--- src/rtl/lfsr_decrypt_seq.sv ---
// Sequencer for the LFSR decrypt datapath. Loads the bank of 6 LFSRs, trains a
// candidate mask on a known preamble, picks the matching LFSR (highest index wins),
// then streams decrypted bytes into dat_mem.
// Ports:
//   clk, init (sync active-high reset), start (1-cycle pass request)
//   data_out   : dat_mem read data for raddr (combinational, same cycle)
//   lfsr_state : 6 x 5-bit LFSR states, LFSR i at [5i+4:5i]
//   raddr, waddr, wr_en, data_in : dat_mem control/data
//   load_lfsr, lfsr_en : LFSR bank init/advance
//   sel, busy, done, error : pass result/status
module lfsr_decrypt_seq #(
  parameter logic [7:0]  RD_BASE  = 8'd64,
  parameter logic [7:0]  WR_BASE  = 8'd0,
  parameter int unsigned MSG_LEN  = 64,
  parameter int unsigned PRE_LEN  = 7,
  parameter logic [7:0]  PRE_CHAR = 8'h5F
) (
  input  logic        clk,
  input  logic        init,
  input  logic        start,
  input  logic [7:0]  data_out,
  input  logic [29:0] lfsr_state,
  output logic [7:0]  raddr,
  output logic [7:0]  waddr,
  output logic        wr_en,
  output logic [7:0]  data_in,
  output logic        load_lfsr,
  output logic        lfsr_en,
  output logic [2:0]  sel,
  output logic        busy,
  output logic        done,
  output logic        error
);

  localparam int unsigned N_LFSR = 6;
  localparam int unsigned LW     = 5;
  localparam int unsigned CNT_W  = 9;
  localparam logic [CNT_W-1:0] TRAIN_LAST = CNT_W'(PRE_LEN - 1);
  localparam logic [CNT_W-1:0] RUN_LAST   = CNT_W'(MSG_LEN - PRE_LEN - 1);

  typedef enum logic [2:0] {
    ST_IDLE, ST_LOAD, ST_TRAIN, ST_RUN, ST_FIN, ST_FAIL
  } state_t;

  state_t             state, state_n;
  logic [7:0]         raddr_n, waddr_n;
  logic               wr_en_n, load_n, en_n, busy_n, done_n, error_n;
  logic [2:0]         sel_n;
  logic [N_LFSR-1:0]  cand, cand_n, match, mask;
  logic [CNT_W-1:0]   cnt, cnt_n;
  logic [LW-1:0]      key;

  // Per-LFSR preamble match on the current byte, and keystream of the selected LFSR
  always_comb begin
    match = '0;
    key   = '0;
    for (int i = 0; i < int'(N_LFSR); i++) begin
      match[i] = ((data_out ^ {3'b000, lfsr_state[LW*i +: LW]}) == PRE_CHAR);
      if (sel == 3'(i)) key = lfsr_state[LW*i +: LW];
    end
  end

  assign mask    = cand & match;
  assign data_in = (state == ST_RUN) ? (data_out ^ {3'b000, key}) : 8'h00;

  // Next-state and next registered-output logic
  always_comb begin
    state_n = state;
    raddr_n = raddr;
    waddr_n = waddr;
    cand_n  = cand;
    sel_n   = sel;
    cnt_n   = cnt;
    done_n  = done;
    error_n = error;
    wr_en_n = 1'b0;
    load_n  = 1'b0;
    en_n    = 1'b0;
    busy_n  = 1'b0;
    case (state)
      ST_IDLE, ST_FIN, ST_FAIL: begin
        if (start) begin
          state_n = ST_LOAD;
          raddr_n = RD_BASE;
          waddr_n = WR_BASE;
          cand_n  = '1;
          cnt_n   = '0;
          done_n  = 1'b0;
          error_n = 1'b0;
          load_n  = 1'b1;
          busy_n  = 1'b1;
        end
      end
      ST_LOAD: begin
        state_n = ST_TRAIN;
        raddr_n = RD_BASE;
        cnt_n   = '0;
        en_n    = 1'b1;
        busy_n  = 1'b1;
      end
      ST_TRAIN: begin
        cand_n = mask;
        if (cnt == TRAIN_LAST) begin
          cnt_n = '0;
          if (mask == '0) begin
            state_n = ST_FAIL;
            done_n  = 1'b1;
            error_n = 1'b1;
          end else begin
            // Highest set bit wins
            for (int i = 0; i < int'(N_LFSR); i++) begin
              if (mask[i]) sel_n = 3'(i);
            end
            state_n = ST_RUN;
            raddr_n = raddr + 8'd1;
            wr_en_n = 1'b1;
            en_n    = 1'b1;
            busy_n  = 1'b1;
          end
        end else begin
          cnt_n   = cnt + CNT_W'(1);
          raddr_n = raddr + 8'd1;
          en_n    = 1'b1;
          busy_n  = 1'b1;
        end
      end
      ST_RUN: begin
        if (cnt == RUN_LAST) begin
          state_n = ST_FIN;
          done_n  = 1'b1;
        end else begin
          cnt_n   = cnt + CNT_W'(1);
          raddr_n = raddr + 8'd1;
          waddr_n = waddr + 8'd1;
          wr_en_n = 1'b1;
          en_n    = 1'b1;
          busy_n  = 1'b1;
        end
      end
      default: state_n = ST_IDLE;
    endcase
  end

  // State and output registers
  always_ff @(posedge clk) begin
    if (init) begin
      state     <= ST_IDLE;
      raddr     <= RD_BASE;
      waddr     <= WR_BASE;
      wr_en     <= 1'b0;
      load_lfsr <= 1'b0;
      lfsr_en   <= 1'b0;
      busy      <= 1'b0;
      done      <= 1'b0;
      error     <= 1'b0;
      sel       <= '0;
      cand      <= '1;
      cnt       <= '0;
    end else begin
      state     <= state_n;
      raddr     <= raddr_n;
      waddr     <= waddr_n;
      wr_en     <= wr_en_n;
      load_lfsr <= load_n;
      lfsr_en   <= en_n;
      busy      <= busy_n;
      done      <= done_n;
      error     <= error_n;
      sel       <= sel_n;
      cand      <= cand_n;
      cnt       <= cnt_n;
    end
  end

endmodule

--- config.mk ---
export PLATFORM = sky130hd
export DESIGN_NAME = lfsr_decrypt_seq
export DESIGN_NICKNAME = d
export VERILOG_FILES = /design/src/rtl/lfsr_decrypt_seq.sv
export SDC_FILE = /design/constraint.sdc
export NUM_CORES = 1
export LEC_CHECK = 0
export ABC_CLOCK_PERIOD_IN_PS = 3850
export CORE_MARGIN = 8
export CORE_UTILIZATION = 49
export CTS_CLUSTER_SIZE = 8
export DETAILED_ROUTE_END_ITERATION = 12
export GPL_TIMING_DRIVEN = 0
export PLACE_DENSITY = 0.86
export SETUP_SLACK_MARGIN = 0.4
export SYNTH_ARGS = -nofsm -noshare
export SYNTH_HDL_FRONTEND = slang
export SYNTH_SLANG_ARGS = --single-unit
--- constraint.sdc ---
create_clock -name clk -period 3.85 [get_ports clk]
set_input_delay 0.9625 -clock clk [delete_from_list [all_inputs] [get_ports clk]]
set_output_delay 0.9625 -clock clk [all_outputs]
set_load 0.1 [all_outputs]
==> metrics.txt <==
clk_skew 0.00659 ns; placed insts 472; H-tree Lvls 2; endpoints failing hold 0; Min Hold Slack 0.484 ns; Remaining Overflow, GRT 0; min-delay src done; Crit Path Class in -> out; max-slew violations 0; Via Count 2,826; pin count of the biggest net entering global routing 14; Die Height 90.6 µm; CP arrival 2.58 ns; post-route clock period utilization 0.919; slew at the pin closest to its max-slew limit 0.988 ns; Core Area 5440 µm²; CTS buffer count 5; CP Launch Type primary input; WL/cell 16.5 µm; Worst path max stage delay 0.29 ns; Slew HR 0.339; Seq/Total Area, Yosys 0.316; synthesized flop and latch total 43; WP data required 2.89 ns; RSZ-0062 raised after global routing yes; Mapped Cells 332; port bufs 68; GRT Total Usage 0.187; CP max-delay cell a211oi_2; initial antenna violation count 0; Boundary Pins 74; reg2reg end raddr[0]; Tmin final 3.54 ns; critical path's top delay family compound AO/OA/AOI/OAI gates; critical path fanouts, max 2; post-route design area 3830 µm²; Clock Sink Count 43; Fmax 283 MHz; clock buffer depth 2; HPWL Detailed 6040 µm; outcome completed; Final Wtd Congestion 0.908; Die X 90.6 µm; DR DRC count 0; Fin Setup TNS 0 ns; Mapped Avg Cell Area 8.22 µm²; Buf/Inv on CP 2; Skew-Pair Late Insertion Delay 0.30 ns; CTS tree done; Min-Delay Path Class reg -> reg; vias per inst 5.81; # setup viols final 0; setup slack after layout 0.312 ns; P per Cell Area 315 nW/µm²; r2r setup slk 1.43 ns; unique cell type count in the Yosys netlist 49; DRT iter0 DRCs 166; Post-Syn Area 2730 µm²; full die area 8210 µm²; worst slack at placement -0.928 ns; CP Cell Sequence clkbuf_2 -> mux2_4 -> a22oi_2 -> nor2_2 -> a211oi_2 -> o32ai_4 -> xnor2_2 -> nor2_4 -> buf_12; Layout area overhead 40.6%; max_cap viols 0; share of layout cells above drive strength 1 0.191; syn nets 378; FF-to-FF Start cnt[6]; Worst R2R Path Depth 8; Pleak 1.38 nW; clock root buffer clkbuf_8; ys flop type dfxtp_1; post-route ant nets 0; num rows 27; worst ir drop on vdd 0.000209 V; routed wire length 8020 µm; Hold Path End done; drt first pass iters 4; CP startpoint lfsr_state[3]; clock-pin slew on the worst setup and hold paths 0.08 ns; Hold Path Depth 2; vias in the first global route 2,807; CTS Hold Bufs 0; first-pass GRT wire length 13,000 µm; EDFF count, synth 0; Critical Path Sink Type primary output; # diodes 0; Placed Area 3540 µm²; Ys Warns 0; Post-synth ARST share 0; Non-Filler Instances 486; initial core utilization 0.501; Nets 459
how the worst max path moves through the flow:
| stage | cells after the start | slack (ns) | to |
|---|---|---|---|
| floorplan | 8 | 0.42 | data_in[3] |
| global placement | 9 | -0.89 | data_in[3] |
| detailed placement | 9 | -0.93 | data_in[3] |
| CTS | 9 | 0.26 | data_in[3] |
| global route | 9 | 0.26 | data_in[3] |
| finish | 9 | 0.31 | data_in[3] |
worst min-delay path, stage by stage, from the launching register on:
cell,delay [ns]
dfxtp_1,0.33
nand2_1,0.06
a21oi_1,0.05
synthesized netlist by cell type (2+ instances only):
master	count	area, µm²
xnor2_1	18	158
a21oi_1	18	90.1
o21ai_0	19	95.1
a311oi_1	3	26.3
or3_1	5	31.3
a22oi_1	3	22.5
nand2_1	20	75.1
nor2_1	35	131
mux2_2	4	45.0
nand4_1	14	87.6
nor4b_1	2	17.5
xor2_1	30	263
mux2i_1	5	50.1
or4_1	3	22.5
ha_1	5	62.6
o32ai_1	2	17.5
inv_1	8	30.0
or3b_2	5	43.8
a31oi_1	2	12.5
clkbuf_1	10	37.5
nor2b_1	8	50.1
nor4_1	5	31.3
nor3_1	7	35.0
nand3_1	10	50.1
or2_2	4	25.0
a221oi_1	3	26.3
and3_1	7	43.8
a211oi_1	4	30.0
nand2b_1	5	31.3
dfxtp_1	43	861
a221o_1	2	20.0
buf_2	6	30.0
flip-flops by register name (all words and copies together) (netlist names), 3 cells and up:
name	flops
cand	6
cnt	9
raddr	8
sel	3
state	3
waddr	8
metrics by stage:
step	power (mW)	utilization
floorplan	0.722	-
global placement	0.824	0.651
finish	1.21	0.705
detailed placement	0.829	0.651
global route	1.25	0.705
CTS	1.19	0.687
cells in the final DEF, fill, tap and decap left out, types with 3 or more instances in the layout:
cell type,instances
clkdlybuf4s50_1,48
dfxtp_1,40
xor2_1,30
nor2_1,29
nand2_1,19
a21oi_1,18
o21ai_0,18
xnor2_1,16
nand4_1,14
nand3_1,10
inv_1,8
buf_2,8
nor2b_1,7
and3_1,7
nor3_1,7
dlygate4sd2_1,7
clkbuf_1,6
clkbuf_2,6
clkbuf_8,6
buf_4,6
nor2_4,5
mux2i_1,5
nand2b_1,5
or3b_2,5
or3_1,5
ha_1,5
or2_2,4
buf_12,4
a22oi_2,3
a221oi_1,3
nor4_1,3
or4_1,3
a311oi_1,3
clkdlybuf4s15_2,3
kinds of logic after synthesis:
| family | count (synthesis) | share of synthesized area |
|---|---|---|
| and+or+nand+nor | 136 | 0.269 |
| muxes | 10 | 0.0431 |
| DFF | 43 | 0.316 |
| adders and majority gates | 5 | 0.0229 |
| AOI/OAI and AO/OA | 64 | 0.154 |
| buffers and inverters | 26 | 0.0413 |
| xor gates and xnor gates | 48 | 0.154 |
per-layer routing:
layer	vias up	track usage	share of wire
li1	1353	-	-
met1	1327	0.211	0.42
met2	124	0.323	0.48
met3	22	0.0499	0.070
met4	0	0.0777	0.025
met5	-	0	0
layout make-up:
class                           count  area, µm²
Clock inverter                      2       35.0
Fill cell                         438       1610
Multi-Input combinational cell    263       1890
Buffer                             18       87.6
Sequential cell                    43        867
Clock buffer                        6       82.6
Tap cell                           72       90.1
Timing Repair Buffer               74        748
Inverter                            8       30.0
report_power, final:
group,internal (mW),leakage (nW),total [mW],switching (mW)
logic,0.132,0.967,0.357,0.225
clock network,0.210,0.0612,0.370,0.160
registers,0.464,0.351,0.479,0.0142
repair_timing:
action / in CTS / in global routing
gates resized for setup: 77 / 23
buffers inserted: 3 / 3
pin swaps: 13 / 8
setup endpoints to repair: 8 / 14
Note: power is estimated with default switching activity, not from simulation.
